`config.mk`:
```
export PLATFORM = sky130hd
export DESIGN_NAME = swervolf_sseg_scan_flat
export DESIGN_NICKNAME = d
export VERILOG_FILES = /design/src/rtl/swervolf_sseg_pkg.sv /design/src/rtl/swervolf_sseg_if.sv /design/src/rtl/swervolf_sseg_decode.sv /design/src/rtl/swervolf_sseg_scan.sv /design/src/flat_wrapper.sv
export SDC_FILE = /design/constraint.sdc
export NUM_CORES = 1
export LEC_CHECK = 0
export BUFFER_PORTS_ARGS = -buffer_cell sky130_fd_sc_hd__buf_2
export CAP_MARGIN = 5
export CORE_ASPECT_RATIO = 0.9
export CORE_UTILIZATION = 49
export CTS_CLUSTER_SIZE = 24
export DETAILED_ROUTE_END_ITERATION = 16
export PLACE_DENSITY_LB_ADDON = 0.3
export SYNTH_ARGS = -nofsm -noshare
export SYNTH_HDL_FRONTEND = slang
export SYNTH_SLANG_ARGS = --single-unit
```
`constraint.sdc`:
```
create_clock -name clk -period 7.3 [get_ports clk]
set_input_delay 0.73 -clock clk [delete_from_list [all_inputs] [get_ports clk]]
set_output_delay 0.73 -clock clk [all_outputs]
set_load 0.05 [all_outputs]
```
`src/rtl/swervolf_sseg_pkg.sv`:
```
// Shared types and the hex -> seven-segment table for the SweRVolf display scanner.
// Segment encoding is active low with bit 0 = a ... bit 6 = g.
package swervolf_sseg_pkg;

  typedef enum logic {
    BLANK = 1'b0,
    SHOW  = 1'b1
  } sseg_state_e;

  localparam logic [6:0] SEG_OFF = 7'h7F;

  // Index 15 is leftmost: F E d C b A 9 8 7 6 5 4 3 2 1 0
  localparam logic [15:0][6:0] SEG_TABLE = '{
    7'h0E, 7'h06, 7'h21, 7'h46, 7'h03, 7'h08, 7'h10, 7'h00,
    7'h78, 7'h02, 7'h12, 7'h19, 7'h30, 7'h24, 7'h79, 7'h40
  };

  function automatic logic [6:0] hex2seg(input logic [3:0] nibble);
    return SEG_TABLE[nibble];
  endfunction

endpackage

```
`src/rtl/swervolf_sseg_if.sv`:
```
// Bundle of the display scanner's data/control inputs and its display outputs.
// The master side supplies values and enables; the slave (scanner) drives the LEDs.
interface swervolf_sseg_if #(
   parameter int NUM_DIGITS = 8
);

   logic [4*NUM_DIGITS-1:0] i_value;
   logic [NUM_DIGITS-1:0]   i_dp;
   logic [NUM_DIGITS-1:0]   i_en;
   logic                    i_load;
   logic                    o_pending;
   logic                    o_frame;
   logic [NUM_DIGITS-1:0]   o_an;
   logic [6:0]              o_seg;
   logic                    o_dp;

   modport master (
      output i_value, i_dp, i_en, i_load,
      input  o_pending, o_frame, o_an, o_seg, o_dp
   );

   modport slave (
      input  i_value, i_dp, i_en, i_load,
      output o_pending, o_frame, o_an, o_seg, o_dp
   );

endinterface

```
`src/rtl/swervolf_sseg_decode.sv`:
```
// Combinational hex nibble to active-low seven-segment cathode pattern.
module swervolf_sseg_decode
   import swervolf_sseg_pkg::*;
(
   input  logic [3:0] i_nibble,
   output logic [6:0] o_seg
);

   assign o_seg = hex2seg(i_nibble);

endmodule

```
`src/rtl/swervolf_sseg_scan.sv`:
```
// Time-multiplexed N-digit hex seven-segment driver with frame-aligned double buffering.
// Define SWERVOLF_SSEG_LZB_EN to blank leading zeros of the displayed value.
module swervolf_sseg_scan
   import swervolf_sseg_pkg::*;
#(
   parameter int NUM_DIGITS   = 8,
   parameter int DIV_CYCLES   = 100000,
   parameter int BLANK_CYCLES = 1000
) (
   input  logic           clk,
   input  logic           rst,
   swervolf_sseg_if.slave bus
);

   if (NUM_DIGITS < 1 || NUM_DIGITS > 16) begin : g_bad_digits
      $error("swervolf_sseg_scan: NUM_DIGITS must be in 1..16");
   end
   if (BLANK_CYCLES < 1 || BLANK_CYCLES >= DIV_CYCLES) begin : g_bad_blank
      $error("swervolf_sseg_scan: need 1 <= BLANK_CYCLES < DIV_CYCLES");
   end

   localparam int CNT_W = $clog2(DIV_CYCLES);
   localparam int IDX_W = (NUM_DIGITS > 1) ? $clog2(NUM_DIGITS) : 1;

   localparam logic [CNT_W-1:0] BLANK_LAST = CNT_W'(BLANK_CYCLES - 1);
   localparam logic [CNT_W-1:0] DIV_LAST   = CNT_W'(DIV_CYCLES - 1);
   localparam logic [IDX_W-1:0] IDX_LAST   = IDX_W'(NUM_DIGITS - 1);

   sseg_state_e                 state_q, state_d;
   logic [CNT_W-1:0]            cnt_q, cnt_d;
   logic [IDX_W-1:0]            idx_q, idx_d;
   logic                        frame_q, frame_d;
   logic                        pending_q, pending_d;
   logic [NUM_DIGITS-1:0][3:0]  pend_q, pend_d;
   logic [NUM_DIGITS-1:0]       pend_dp_q, pend_dp_d;
   logic [NUM_DIGITS-1:0][3:0]  disp_q, disp_d;
   logic [NUM_DIGITS-1:0]       disp_dp_q, disp_dp_d;
   logic [NUM_DIGITS-1:0]       an_q, an_d;
   logic [6:0]                  seg_q, seg_d;
   logic                        dpn_q, dpn_d;

   logic                        commit;
   logic                        lz_hide;
   logic [6:0]                  seg_raw;

   // Slot sequencer: cnt runs 0..DIV_CYCLES-1 across a whole slot; BLANK covers the first part.
   // NOTE: every always_comb output gets a default first so no path can infer a latch.
   always_comb begin
      state_d = state_q;
      cnt_d   = cnt_q + CNT_W'(1);
      idx_d   = idx_q;
      frame_d = 1'b0;
      case (state_q)
         BLANK: begin
            if (cnt_q == BLANK_LAST) begin
               state_d = SHOW;
               if (idx_q == IDX_LAST) begin
                  idx_d   = '0;
                  frame_d = 1'b1;
               end else begin
                  idx_d = idx_q + IDX_W'(1);
               end
            end
         end
         SHOW: begin
            if (cnt_q == DIV_LAST) begin
               state_d = BLANK;
               cnt_d   = '0;
            end
         end
         default: ;
      endcase
   end

   // Commit spans the edge entering the frame-start cycle and the frame-start cycle itself,
   // so a load landing on either shows up in the frame that is just beginning.
   assign commit = frame_d | frame_q;

   always_comb begin
      pend_d    = pend_q;
      pend_dp_d = pend_dp_q;
      pending_d = pending_q;
      disp_d    = disp_q;
      disp_dp_d = disp_dp_q;
      if (bus.i_load) begin
         pend_d    = bus.i_value;
         pend_dp_d = bus.i_dp;
         pending_d = 1'b1;
      end
      if (commit) begin
         disp_d    = pend_d;
         disp_dp_d = pend_dp_d;
         pending_d = 1'b0;
      end
   end

`ifdef SWERVOLF_SSEG_LZB_EN
   logic [IDX_W-1:0] lz_top;
`endif

   always_comb begin
      lz_hide = 1'b0;
`ifdef SWERVOLF_SSEG_LZB_EN
      lz_top = '0;
      for (int d = 1; d < NUM_DIGITS; d++) begin
         if (disp_d[d] != 4'h0) lz_top = IDX_W'(d);
      end
      lz_hide = (idx_d > lz_top);
`endif
   end

   swervolf_sseg_decode u_decode (
      .i_nibble (disp_d[idx_d]),
      .o_seg    (seg_raw)
   );

   // Outputs are registered from next-state values so they line up with the slot state.
   always_comb begin
      an_d  = '1;
      seg_d = SEG_OFF;
      dpn_d = 1'b1;
      if (state_d == SHOW && bus.i_en[idx_d] && !lz_hide) begin
         an_d[idx_d] = 1'b0;
         seg_d       = seg_raw;
         dpn_d       = ~disp_dp_d[idx_d];
      end
   end

   // NOTE: sequential state uses non-blocking assignments so every flop samples pre-edge values.
   always_ff @(posedge clk) begin
      if (rst) begin
         state_q   <= BLANK;
         cnt_q     <= '0;
         idx_q     <= IDX_LAST;
         frame_q   <= 1'b0;
         pending_q <= 1'b0;
         // NOTE: the display buffers are reset too, so the first frame after reset shows zeros.
         pend_q    <= '0;
         pend_dp_q <= '0;
         disp_q    <= '0;
         disp_dp_q <= '0;
         an_q      <= '1;
         seg_q     <= SEG_OFF;
         dpn_q     <= 1'b1;
      end else begin
         state_q   <= state_d;
         cnt_q     <= cnt_d;
         idx_q     <= idx_d;
         frame_q   <= frame_d;
         pending_q <= pending_d;
         pend_q    <= pend_d;
         pend_dp_q <= pend_dp_d;
         disp_q    <= disp_d;
         disp_dp_q <= disp_dp_d;
         an_q      <= an_d;
         seg_q     <= seg_d;
         dpn_q     <= dpn_d;
      end
   end

   assign bus.o_pending = pending_q;
   assign bus.o_frame   = frame_q;
   assign bus.o_an      = an_q;
   assign bus.o_seg     = seg_q;
   assign bus.o_dp      = dpn_q;

endmodule
```
`src/flat_wrapper.sv`:
```
// flat-port wrapper written by rule: the top's interface ports become plain ports
module swervolf_sseg_scan_flat import swervolf_sseg_pkg::*;
#(
   parameter int NUM_DIGITS   = 8,
   parameter int DIV_CYCLES   = 100000,
   parameter int BLANK_CYCLES = 1000
)
  (clk, rst, bus_i_value, bus_i_dp, bus_i_en, bus_i_load, bus_o_pending, bus_o_frame, bus_o_an, bus_o_seg, bus_o_dp);
  swervolf_sseg_if #(.NUM_DIGITS(NUM_DIGITS)) bus_i ();
  input  logic clk;
  input  logic rst;
  input wire logic [$bits(bus_i.i_value)-1:0] bus_i_value;
  input wire logic [$bits(bus_i.i_dp)-1:0] bus_i_dp;
  input wire logic [$bits(bus_i.i_en)-1:0] bus_i_en;
  input wire logic [$bits(bus_i.i_load)-1:0] bus_i_load;
  output wire logic [$bits(bus_i.o_pending)-1:0] bus_o_pending;
  output wire logic [$bits(bus_i.o_frame)-1:0] bus_o_frame;
  output wire logic [$bits(bus_i.o_an)-1:0] bus_o_an;
  output wire logic [$bits(bus_i.o_seg)-1:0] bus_o_seg;
  output wire logic [$bits(bus_i.o_dp)-1:0] bus_o_dp;
  assign bus_i.i_value = bus_i_value;
  assign bus_i.i_dp = bus_i_dp;
  assign bus_i.i_en = bus_i_en;
  assign bus_i.i_load = bus_i_load;
  assign bus_o_pending = bus_i.o_pending;
  assign bus_o_frame = bus_i.o_frame;
  assign bus_o_an = bus_i.o_an;
  assign bus_o_seg = bus_i.o_seg;
  assign bus_o_dp = bus_i.o_dp;
  swervolf_sseg_scan #(.NUM_DIGITS(NUM_DIGITS), .DIV_CYCLES(DIV_CYCLES), .BLANK_CYCLES(BLANK_CYCLES)) u_core (.clk(clk), .rst(rst), .bus(bus_i));
endmodule
```
==> results_dict.tcl <==
set metrics [dict create \
    post_cts_buffers 0 \
    design_area_um2 6573 \
    maxSlewViolCount 0 \
    yosys.cell_types.count 73 \
    status "finished clean" \
    ys_warn_count 0 \
    drc 0 \
    required_ns 7.59 \
    area_growth_pct 18.52 \
    timing.max_cap.violations 0 \
    grt.total_usage_pct 23.57 \
    cts_tree "yes" \
    slowest_stage "o2111ai_1" \
    netlist_area_um2 5545 \
    ir_drop_uv 172.6 \
    cts-resized-gates 0 \
    synthTopCellsByArea "dfxtp_1 (43%), mux2i_1 (9.7%), nor2_1 (7.0%), mux2_2 (4.3%), a211oi_1 (3.7%)" \
    dp_cells 781 \
    min_path_type "reg -> reg" \
    end_kind "flip-flop" \
    fmax_mhz 245.7 \
    clk_pin_slew_ns 0.06 \
    n_fill_cell 963 \
    synthCells 591 \
    gp_congestion 0.8861 \
    worstMarginPinSlew_ns 0.9165 \
    synth_most_common_cell "dfxtp_1" \
    grt_max_degree 89 \
    clk_latency_ns 0.42 \
    dieWidth_um 114.1 \
    synth_common_cells "dfxtp_1 (119), nor2_1 (103), mux2i_1 (54)" \
    ys_async_sr_fraction_pct 0 \
    rr_startpoint "u_core.cnt_q[0]" \
    fp.dieH_um 102.9 \
    arrival_ns 4.36 \
    initial_core_util_pct 50.87 \
    cts.sinks 119 \
    skew_ns 0.007848 \
    setup_slack_ns 3.229 \
    crit_chain "ha_1 -> nor4b_2 -> nand4_1 -> o21ai_2 -> nand2_1 -> nand2_1 -> a32oi_1 -> o2111ai_1 -> inv_1 -> ha_1 -> or3_1 -> o32ai_1 -> nor3_1" \
    drt_iter0_drc 283 \
    ys_seq_area_share_pct 42.96 \
    port_buffers 68 \
    hold_buffers 0 \
    startpoint_type "flip-flop" \
    finalCritPeriodShare_pct 55.76 \
    antenna_found_initial 0 \
    place_worst_setup_slack_ns 3.351 \
    synth_top_area_share_pct 42.96 \
    clockBufferDepth 2 \
    synthFlopType "dfxtp_1" \
    drtPass1Iterations 8 \
    critPathLaunch "u_core.cnt_q[0]" \
    tns_ns 0 \
    ys_seq_elements 119 \
    synth_enable_flop_cells 0 \
    cp_max_fo 15 \
    synth_top_area_cell "dfxtp_1" \
    instances_no_fill 813 \
    power_mw 1.619 \
    cts_htree_levels 4 \
    max_stage_delay_ns 0.54 \
    ant_nets 0 \
    rsz0062_at_grt "no" \
    vias_per_cell 5.585 \
    placed_area_um2 5944 \
    grt_pass1_vias 4170 \
    pin_count 69 \
    ctsRootBufferMaster "clkbuf_16" \
    dieArea_um2 11750 \
    fp.coreArea_um2 10900 \
    hold_violations 0 \
    wirelength_um 13100 \
    wl_per_cell_um 16.11 \
    path_class "reg -> reg" \
    synth_area_per_cell_um2 9.383 \
    dp_hpwl_um 9250 \
    rows 36 \
    finalNetCount 708 \
    drive_above_1_share_pct 22.54 \
    grt_pass1_wl_um 21080 \
    numCtsBuffers 17 \
    vias 4541 \
    reg2reg_setup_slack_ns 3.23 \
    p_per_area_nw_per_um2 246.4 \
    period_needed_ns 4.071 \
    hold_start "u_core.cnt_q[0]" \
    syn_nets 651 \
    max_slew_margin_pct 38.90 \
    overflow 0 \
    setup_viol 0 \
    antennaDiodeCount 0 \
    p_leak_nw 2.572 \
]
## worst max-delay path, delay by kind of cell, from the launching register on
kind | cells | cell delay [ns]
buf+inv | 1 | 0.17
fa+ha+maj | 2 | 0.54
flops | 1 | 0.37
compound gates | 4 | 1.14
simple gates | 6 | 1.71
## cells by family after synthesis
group | Yosys count | synth area share [%]
flip-flops | 119 | 42.96
XOR/XNOR | 14 | 2.211
buffers and inverters | 48 | 3.858
AO/OA/AOI/OAI | 92 | 13.00
adder cells (fa/ha/maj) | 9 | 2.031
multiplexers | 80 | 15.91
AND/OR/NAND/NOR | 229 | 20.04
## report_power, final
part,internal (mW),switching (mW)
combinational,0.0328,0.0422
clock,0.572,0.303
sequential,0.665,0.00525
## worst paths after layout
| kind | to | cells after the start |
|---|---|---|
| worst max register to register | u_core.bus.o_seg[0] | 13 |
| worst min-delay path | u_core.cnt_q[0] | 1 |
| worst min register to register | u_core.cnt_q[0] | 1 |
| worst max-delay path | u_core.bus.o_seg[0] | 13 |
## placed cells by master (no fill, tap or decap), drive strengths merged, types with 7 or more instances in the layout
cell type / count
dfxtp: 119
nor2: 104
buf: 72
mux2i: 55
nand2: 38
a211oi: 27
mux2: 22
nand3: 21
o21ai: 18
clkbuf: 17
inv: 16
nor3: 14
xor2: 11
a21oi: 10
nor2b: 10
ha: 9
nand4: 8
clkinv: 7
## state kept, by name, summed over array words and instances, names as in the netlist, 3 cells and up
signal	flops
u_core.cnt_q	17
u_core.bus.o_seg	7
u_core.disp_dp_q	8
u_core.pend_q	32
u_core.disp_q	32
u_core.bus.o_an	8
u_core.idx_q	3
u_core.pend_dp_q	8
## stage by stage
stage,utilization [%],hold WS [ns]
4_1_cts,60.30,0.4698
6_report,60.30,0.4645
3_3_place_gp,54.53,0.4406
2_1_floorplan,-,0.4260
3_5_place_dp,54.53,0.4562
5_1_grt,60.30,0.4796
## final cells by class
type	instances	area (um^2)	area share, %
clock buffers	17	425.4	6.472
clock inverters	15	202.7	3.084
inverters	14	52.55	0.7995
multi-input cells	424	2949	44.87
flip-flops and latches	119	2382	36.25
well taps	152	190.2	2.894
repair buffers	72	370.4	5.635
## metal layers
layer	track usage, %	up-vias	routed length [um]
met1	33.04	2139	6279
li1	-	2226	-
met3	6.114	14	966
met4	10.19	0	176
met2	34.22	162	5676
met5	0	-	0
Power figures use the tool's default switching activity.
